$ cat src/rtl/rib_uart_pkg.sv
// rib_uart_pkg: shared constants and types for the RIB UART transmitter.
// RIB_UART_PARITY_EN adds the PARITY state to the FSM enum.
package rib_uart_pkg;

  localparam int BAUD_W = 16;

  localparam logic [1:0] REG_CTRL   = 2'd0;
  localparam logic [1:0] REG_STATUS = 2'd1;
  localparam logic [1:0] REG_BAUD   = 2'd2;
  localparam logic [1:0] REG_TXDATA = 2'd3;

  localparam int CTRL_TX_EN  = 0;
  localparam int CTRL_IRQ_EN = 1;
  localparam int CTRL_P_ODD  = 2;

  localparam int ST_BUSY  = 0;
  localparam int ST_FULL  = 1;
  localparam int ST_EMPTY = 2;
  localparam int ST_OVF   = 3;
  localparam int ST_LVL   = 4;

  typedef enum logic [2:0] {
    S_IDLE,
    S_START,
    S_DATA,
`ifdef RIB_UART_PARITY_EN
    S_PARITY,
`endif
    S_STOP
  } state_e;

endpackage

$ cat src/rtl/rib_uart_fifo.sv
// rib_uart_fifo: byte FIFO with wrapping extra-bit pointers.
// Pushes while full are ignored; the caller tracks overflow.
module rib_uart_fifo
  import rib_uart_pkg::*;
#(
  parameter int DEPTH = 8,
  localparam int PW = $clog2(DEPTH)
) (
  input  logic         clk,
  input  logic         rst,
  input  logic         push_i,
  input  logic [7:0]   data_i,
  input  logic         pop_i,
  output logic [7:0]   data_o,
  output logic         full_o,
  output logic         empty_o,
  output logic [PW:0]  level_o
);

  logic [7:0]  mem_q [DEPTH];
  logic [PW:0] wr_q;
  logic [PW:0] rd_q;
  logic        push;
  logic        pop;

  assign level_o = wr_q - rd_q;
  assign full_o  = (level_o == (PW+1)'(DEPTH));
  assign empty_o = (level_o == '0);
  assign push    = push_i & ~full_o;
  assign pop     = pop_i & ~empty_o;
  assign data_o  = mem_q[rd_q[PW-1:0]];

  // Pointer update; reset discards any queued bytes.
  always_ff @(posedge clk or negedge rst) begin
    if (!rst) begin
      wr_q <= '0;
      rd_q <= '0;
    end else begin
      if (push) wr_q <= wr_q + 1'b1;
      if (pop)  rd_q <= rd_q + 1'b1;
    end
  end

  // Storage write on accepted push.
  always_ff @(posedge clk or negedge rst) begin
    if (!rst) begin
      for (int i = 0; i < DEPTH; i++) mem_q[i] <= '0;
    end else if (push) begin
      mem_q[wr_q[PW-1:0]] <= data_i;
    end
  end

endmodule

$ cat src/rtl/rib_uart_tx.sv
// rib_uart_tx: RIB-mapped UART transmitter, 8N1 with programmable baud.
// Define RIB_UART_PARITY_EN for 8E1/8O1 framing.
module rib_uart_tx
  import rib_uart_pkg::*;
#(
  parameter int                FIFO_DEPTH = 8,
  parameter logic [BAUD_W-1:0] BAUD_RESET = 16'd434
) (
  input  logic        clk,
  input  logic        rst,
  input  logic        req_i,
  input  logic        we_i,
  input  logic [31:0] addr_i,
  input  logic [31:0] data_i,
  output logic [31:0] data_o,
  output logic        tx_o,
  output logic        int_o
);

  localparam int PW = $clog2(FIFO_DEPTH);

  logic [2:0]        ctrl_q, ctrl_d;
  logic [BAUD_W-1:0] baud_q, baud_d;
  logic              ovf_q, ovf_d;
  state_e            state_q, state_d;
  logic [7:0]        shift_q, shift_d;
  logic [2:0]        bit_q, bit_d;
  logic [BAUD_W-1:0] cnt_q, cnt_d;
  logic              par_q, par_d;

  logic [1:0]        idx;
  logic              wr;
  logic              rd;
  logic              push_req;
  logic              pop;
  logic [7:0]        head;
  logic              full;
  logic              empty;
  logic [PW:0]       level;
  logic              busy;
  logic              can_pop;
  logic              bit_end;
  logic [BAUD_W-1:0] per_m1;
  logic              unused_bits;

  assign idx      = addr_i[3:2];
  assign wr       = req_i & we_i;
  assign rd       = req_i & ~we_i;
  assign push_req = wr & (idx == REG_TXDATA);
  assign busy     = (state_q != S_IDLE);
  assign can_pop  = ctrl_q[CTRL_TX_EN] & ~empty;
  assign bit_end  = (cnt_q == '0);
  assign per_m1   = (baud_q == '0) ? '0 : baud_q - 1'b1;
  assign int_o    = ctrl_q[CTRL_IRQ_EN] & empty & ~busy;

  assign unused_bits = ^{addr_i[31:4], addr_i[1:0], data_i[31:16]};

  rib_uart_fifo #(
    .DEPTH (FIFO_DEPTH)
  ) u_fifo (
    .clk     (clk),
    .rst     (rst),
    .push_i  (push_req),
    .data_i  (data_i[7:0]),
    .pop_i   (pop),
    .data_o  (head),
    .full_o  (full),
    .empty_o (empty),
    .level_o (level)
  );

  // Register file next state from bus writes.
  always_comb begin
    ctrl_d = ctrl_q;
    baud_d = baud_q;
    ovf_d  = ovf_q;
    if (wr && idx == REG_CTRL) begin
      ctrl_d = data_i[2:0];
`ifndef RIB_UART_PARITY_EN
      ctrl_d[CTRL_P_ODD] = 1'b0;
`endif
    end
    if (wr && idx == REG_BAUD) baud_d = data_i[BAUD_W-1:0];
    if (wr && idx == REG_STATUS && data_i[ST_OVF]) ovf_d = 1'b0;
    if (push_req && full) ovf_d = 1'b1;
  end

  // Combinational read mux, zero outside read cycles.
  always_comb begin
    data_o = '0;
    if (rd) begin
      unique case (idx)
        REG_CTRL:   data_o = {29'd0, ctrl_q};
        REG_STATUS: data_o = {23'd0, 5'(level), ovf_q,
                              empty, full, busy};
        REG_BAUD:   data_o = {16'd0, baud_q};
        default:    data_o = '0;
      endcase
    end
  end

  // Serialiser next state, pop request and line level.
  always_comb begin
    state_d = state_q;
    shift_d = shift_q;
    bit_d   = bit_q;
    cnt_d   = bit_end ? per_m1 : cnt_q - 1'b1;
    par_d   = par_q;
    pop     = 1'b0;
    tx_o    = 1'b1;
    unique case (state_q)
      S_IDLE: begin
        cnt_d = cnt_q;
        if (can_pop) begin
          pop     = 1'b1;
          shift_d = head;
          par_d   = ^head ^ ctrl_q[CTRL_P_ODD];
          bit_d   = '0;
          cnt_d   = per_m1;
          state_d = S_START;
        end
      end
      S_START: begin
        tx_o = 1'b0;
        if (bit_end) state_d = S_DATA;
      end
      S_DATA: begin
        tx_o = shift_q[0];
        if (bit_end) begin
          shift_d = shift_q >> 1;
          bit_d   = bit_q + 1'b1;
          if (bit_q == 3'd7) begin
`ifdef RIB_UART_PARITY_EN
            state_d = S_PARITY;
`else
            state_d = S_STOP;
`endif
          end
        end
      end
`ifdef RIB_UART_PARITY_EN
      S_PARITY: begin
        tx_o = par_q;
        if (bit_end) state_d = S_STOP;
      end
`endif
      S_STOP: begin
        if (bit_end) begin
          if (can_pop) begin
            pop     = 1'b1;
            shift_d = head;
            par_d   = ^head ^ ctrl_q[CTRL_P_ODD];
            bit_d   = '0;
            state_d = S_START;
          end else begin
            state_d = S_IDLE;
          end
        end
      end
      default: state_d = S_IDLE;
    endcase
  end

  // State and register update; reset aborts any frame.
  always_ff @(posedge clk or negedge rst) begin
    if (!rst) begin
      ctrl_q  <= '0;
      baud_q  <= BAUD_RESET;
      ovf_q   <= 1'b0;
      state_q <= S_IDLE;
      shift_q <= '0;
      bit_q   <= '0;
      cnt_q   <= '0;
      par_q   <= 1'b0;
    end else begin
      ctrl_q  <= ctrl_d;
      baud_q  <= baud_d;
      ovf_q   <= ovf_d;
      state_q <= state_d;
      shift_q <= shift_d;
      bit_q   <= bit_d;
      cnt_q   <= cnt_d;
      par_q   <= par_d;
    end
  end

endmodule

$ cat config.mk
export PLATFORM = sky130hd
export DESIGN_NAME = rib_uart_tx
export DESIGN_NICKNAME = d
export VERILOG_FILES = /design/src/rtl/rib_uart_pkg.sv /design/src/rtl/rib_uart_fifo.sv /design/src/rtl/rib_uart_tx.sv
export SDC_FILE = /design/constraint.sdc
export NUM_CORES = 1
export LEC_CHECK = 0
export CORE_MARGIN = 4
export CORE_UTILIZATION = 57
export DETAILED_ROUTE_END_ITERATION = 10
export PLACE_DENSITY = 0.82
export SYNTH_ARGS = -nofsm -noshare
export SYNTH_HDL_FRONTEND = slang
export SYNTH_SLANG_ARGS = --single-unit
$ cat constraint.sdc
create_clock -name clk -period 5.56 [get_ports clk]
set_clock_uncertainty 0.1 [all_clocks]
set_input_delay 0.556 -clock clk [delete_from_list [all_inputs] [get_ports clk]]
set_output_delay 0.556 -clock clk [all_outputs]
set_load 0.005 [all_outputs]
After elaboration in Yosys (flattened, before gate mapping). Cells that the tools add are included.

Bits in registers: 121. Output and inout port bits: 34. Input port bits: 68. Word-level logic and storage cells: 102.

Reductions and logical operators: 16. Bitwise gates (word level): 14. Mux-type cells: 33. Eq/ne operators: 13. $lt $le $gt $ge: 3. Add/subtract/negate cells: 6.

Operators by type and width (number): $mux 16 (5); $bwmux 64 (1); $mux 8 (6); $pmux 16 s3 (1); $logic_not 16->1 (2); $sub 16x1->16 const B (2); $bmux 8 s3 (1); $demux 8 s3 (1); $mux 3 (8); $pmux 8 s3 (1); $pmux 3 s4 (1); $ne 2x2->1 const B (5); $pmux 3 s3 (1); $add 4x1->4 const B (2); $and 1x1->1 (8); $ge 4x4->1 const B (2); $not 3->4 (2); $eq 3x2->1 const B (2); $logic_and 1x1->1 (6); $reduce_bool 3->1 (2); $mux 1 (5); $reduce_and 5->1 (1); $eq 2x2->1 const B (2); $eq 4x4->1 const B (1); 13 further kinds (17).

Logic depth before layout (Yosys ltp).
Word-level depth: 8. Depth in mapped cells: 12.

Modules after synthesis. A second synthesis with hierarchy kept.

Cells, all modules: 575. Area total of the unflattened synthesis: 6650.1 um^2.

Modules (own cells, without submodules): rib_uart_fifo (sequential area each 1801.7 um^2, area an instance 3602.2 um^2, instances 1, cells an instance 244); rib_uart_tx (sequential area each 1207.4 um^2, area an instance 3047.9 um^2, instances 1, cells an instance 331).

Worst setup path after synthesis. Ideal clock, no wire load.

Path type: reg-to-reg. Start: reg u_fifo.rd_q[1]. End: reg u_fifo.mem_q[25] (netlist name). Data required time: 5.335 ns. Path slack: 2.279 ns. Period minus slack after synthesis: 3.281 ns. Buffers on the path: 3. Data arrival time: 3.056 ns. Stages on the path, launching flop included: 11. Path through: dfrtp_1 > clkbuf_1 > clkbuf_1 > inv_1 > fa_1 > xor2_1 > nor3_2 > a31o_2 > buf_6 > nor4b_4 > mux2_2.

Word-level cells in the longest chain between the ends: 4.

Ends and longest elaborated chain: start, declared (RTL line rib_uart_fifo.sv:22) `logic [PW:0] rd_q;`; start signal, assigned (RTL line rib_uart_fifo.sv:40) `if (pop) rd_q <= rd_q + 1'b1;`; $sub 4x4->4 (RTL line rib_uart_fifo.sv:26) `assign level_o = wr_q - rd_q;`; $eq 4x4->1 (RTL line rib_uart_fifo.sv:27) `assign full_o = (level_o == (PW+1)'(DEPTH));`; $not 1->1 (RTL line rib_uart_fifo.sv:29) `assign push = push_i & ~full_o;`; $and 1x1->1 (RTL line rib_uart_fifo.sv:29); end signal, assigned by index (RTL line rib_uart_fifo.sv:49) `mem_q[wr_q[PW-1:0]] <= data_i;`; end, declared (RTL line rib_uart_fifo.sv:20) `logic [7:0] mem_q [DEPTH];`.

Every way passes these cells. A chain may end at the register's enable or synchronous reset.

Worst setup path in the final report.
Start: reg u_fifo.wr_q[0]. End: out data_o[2].

Word-level cells in the longest chain between the ends: 4.

Ends and longest elaborated chain: start, declared (RTL line rib_uart_fifo.sv:21) `logic [PW:0] wr_q;`; start signal, assigned (RTL line rib_uart_fifo.sv:39) `if (push) wr_q <= wr_q + 1'b1;`; $sub 4x4->4 (RTL line rib_uart_fifo.sv:26); $logic_not 4->1 (RTL line rib_uart_fifo.sv:28) `assign empty_o = (level_o == '0);`; $pmux 16 s3 (RTL line rib_uart_tx.sv:92) `unique case (idx)`; $mux 16 (RTL line rib_uart_tx.sv:91) `if (rd) begin`; end, declared (RTL line rib_uart_tx.sv:15) `output logic [31:0] data_o,`.

Every way passes these cells.

==> flow_summary.ini <==
[die]
initial_core_util_pct = 58.2
io_pins = 102
die_w_um = 116
die_area_um2 = 13400
std_cell_rows = 39
coreArea_um2 = 11400
die_h_um = 116

[synthesis]
synth-seq-cells = 120
seq_area_frac_synth_pct = 45.5
synthArstFlopShare_pct = 100
synth_edf_count = 0
synth_area_um2 = 6610
ys.flop_type = dfrtp_1
yosysWarnings = 0
ys_types = 66
syn-instance-count = 557
avgSynthCellArea_um2 = 11.9

[global_routing]
grt_usage_pct = 24.4
grt_pass1_wl_mm = 24.9
overflow = 0
grt_pass1_vias = 4698
antenna_found_initial = 0
grt_max_degree = 77

[layout]
final_cells = 750
areaGrowthSynthToFinish_pct = 15.2
drive_gt1_share_pct = 27.3
diodes = 0
finalInstanceArea_um2 = 7620
nets = 678

[clock_tree]
cts_setup_buffers = 0
cts_buffers = 17
clk_latency_ns = 0.41
ctsHoldBuffers = 0
h-tree-depth = 4
cts_tree = built
path_clk_slew_ns = 0.06
clock_sinks = 120
clock_path_buffers = 2
cts_resized = 0
root_buffer = clkbuf_16

[worst_setup_path]
cp.arrival_ns = 3.54
critPathMaxFanout = 7
crit_path_start_kind = register
critPathKind = reg2out
endpoint_kind = output pin
required_ns = 4.90

[drt]
vias = 4643
wl_per_cell_um = 20.8
drt-total-wl_mm = 15.6
drcViolationCount = 0
firstDrtPassIters = 5
drtIter0Drc = 352
routed_via_density = 6.19
ant_nets = 0

[flow_run]
cap_violations = 0

[run_status]
status = finished clean

[power_and_ir_drop]
cellPowerDensity_nw_per_um2 = 535
peakVddDrop_v = 0.000317
leakagePower_uw = 0.00332

[timing]
worst_slack_ns = 1.37
slew_headroom_pct = 35.2
tns_ns = 0
max_clock_freq_mhz = 238
rsz0062_at_grt = false
finalHoldViolCount = 0
worst_pin_slew_ns = 0.972
drv_slew = 0
finalCritPeriodShare_pct = 75.4
hold_ws_ns = 0.175
fin_crit_ns = 4.19
final-setup-viol-count = 0

[placed_design]
place_inst = 718
port_buffers = 39
gp_congestion = 0.868
dp_slack_ns = 1.82
placed_cell_area_um2 = 7040
hpwl_mm = 10.4

[min_path]
hold_path.class = in2async
[layout make-up]
type                       instances  area (um^2)
timing repair buffer              42          410
multi-input combinational        397         3380
clock inverter                    15          158
clock buffer                      17          425
inverter                          16         60.1
fill                             780         3750
sequential                       120         3010
tap                              143          179
[final timing paths]
path,from,to,slack (ns),cells after the start
worst min-delay path,rst,cnt_q[7],0.17,1
worst min register to register,u_fifo.mem_q[15],u_fifo.mem_q[15],0.40,1
worst max-delay path,u_fifo.wr_q[0],data_o[2],1.37,9
worst max register to register,u_fifo.wr_q[0],cnt_q[3],1.73,8
min in group clk,u_fifo.mem_q[15],u_fifo.mem_q[15],0.40,1
max in group asynchronous,rst,u_fifo.mem_q[39],4.06,2
[Yosys cell counts, drive strengths merged, types with 12 or more instances]
cell type | instances | area (um^2)
xor2 | 13 | 114
nand2 | 36 | 135
xnor2 | 12 | 105
inv | 15 | 56.3
nor2 | 21 | 81.3
ha | 15 | 188
mux2 | 93 | 1050
nor4 | 12 | 124
clkbuf | 14 | 52.6
dfrtp | 115 | 2880
mux4 | 16 | 360
o21ai | 28 | 140
buf | 25 | 169
nor3 | 17 | 101
[worst max-delay path, cell delays in order, from the launching register on]
cell,delay (ns)
dfrtp_1,0.58
clkinv_1,0.35
ha_1,0.30
inv_1,0.08
fa_1,0.44
nor3_2,0.42
and3_1,0.25
a22oi_1,0.07
nor2_1,0.11
clkdlybuf4s50_1,0.53
[cell families after synthesis]
| kind of cell | after synthesis | share of synthesized area (%) |
|---|---|---|
| AND/OR/NAND/NOR | 142 | 13.0 |
| flip-flops | 120 | 45.5 |
| multiplexers | 118 | 22.6 |
| AO/OA/AOI/OAI | 80 | 8.06 |
| buffers and inverters | 55 | 4.26 |
| XOR/XNOR | 25 | 3.31 |
| adder cells (fa/ha/maj) | 16 | 3.14 |
| other | 1 | 0.0567 |
[state kept, by name (all words and copies together), names as in the netlist]
name          count
baud_q           16
bit_q             3
cnt_q            16
ctrl_q            2
ovf_q             1
shift_q           8
state_q           2
u_fifo.mem_q     64
u_fifo.rd_q       4
u_fifo.wr_q       4
[through the flow]
step | utilization [%] | total power [uW]
after floorplan | - | 2570
after global placement | 61.9 | 2860
after detailed placement | 61.9 | 2950
after CTS | 67.0 | 4070
after global routing | 67.0 | 4310
final | 67.0 | 4080
[layer usage]
layer | part of all wire, % | global-route usage [%]
met4 | 0.92 | 6.42
met1 | 42 | 31.4
met5 | 0 | 0
met2 | 52 | 42.2
met3 | 5.0 | 5.38
[placed cells by master, fill, tap and decap left out, types with 15 or more instances in the layout]
master and count:
conb_1 16, mux2_2 93, o21ai_0 27, dfrtp_1 115, nand2_1 36, nor2_1 20
ha_1 15, mux4_2 16, nor3_1 15, clkbuf_16 17, clkdlybuf4s50_1 38
[power breakdown]
part	leakage (uW)	internal [uW]	switching (uW)
Clock	0.000282	634	452
Combinational	0.00149	725	794
Sequential	0.00155	1180	294
No activity file was read; power rests on OpenSTA's default activity.
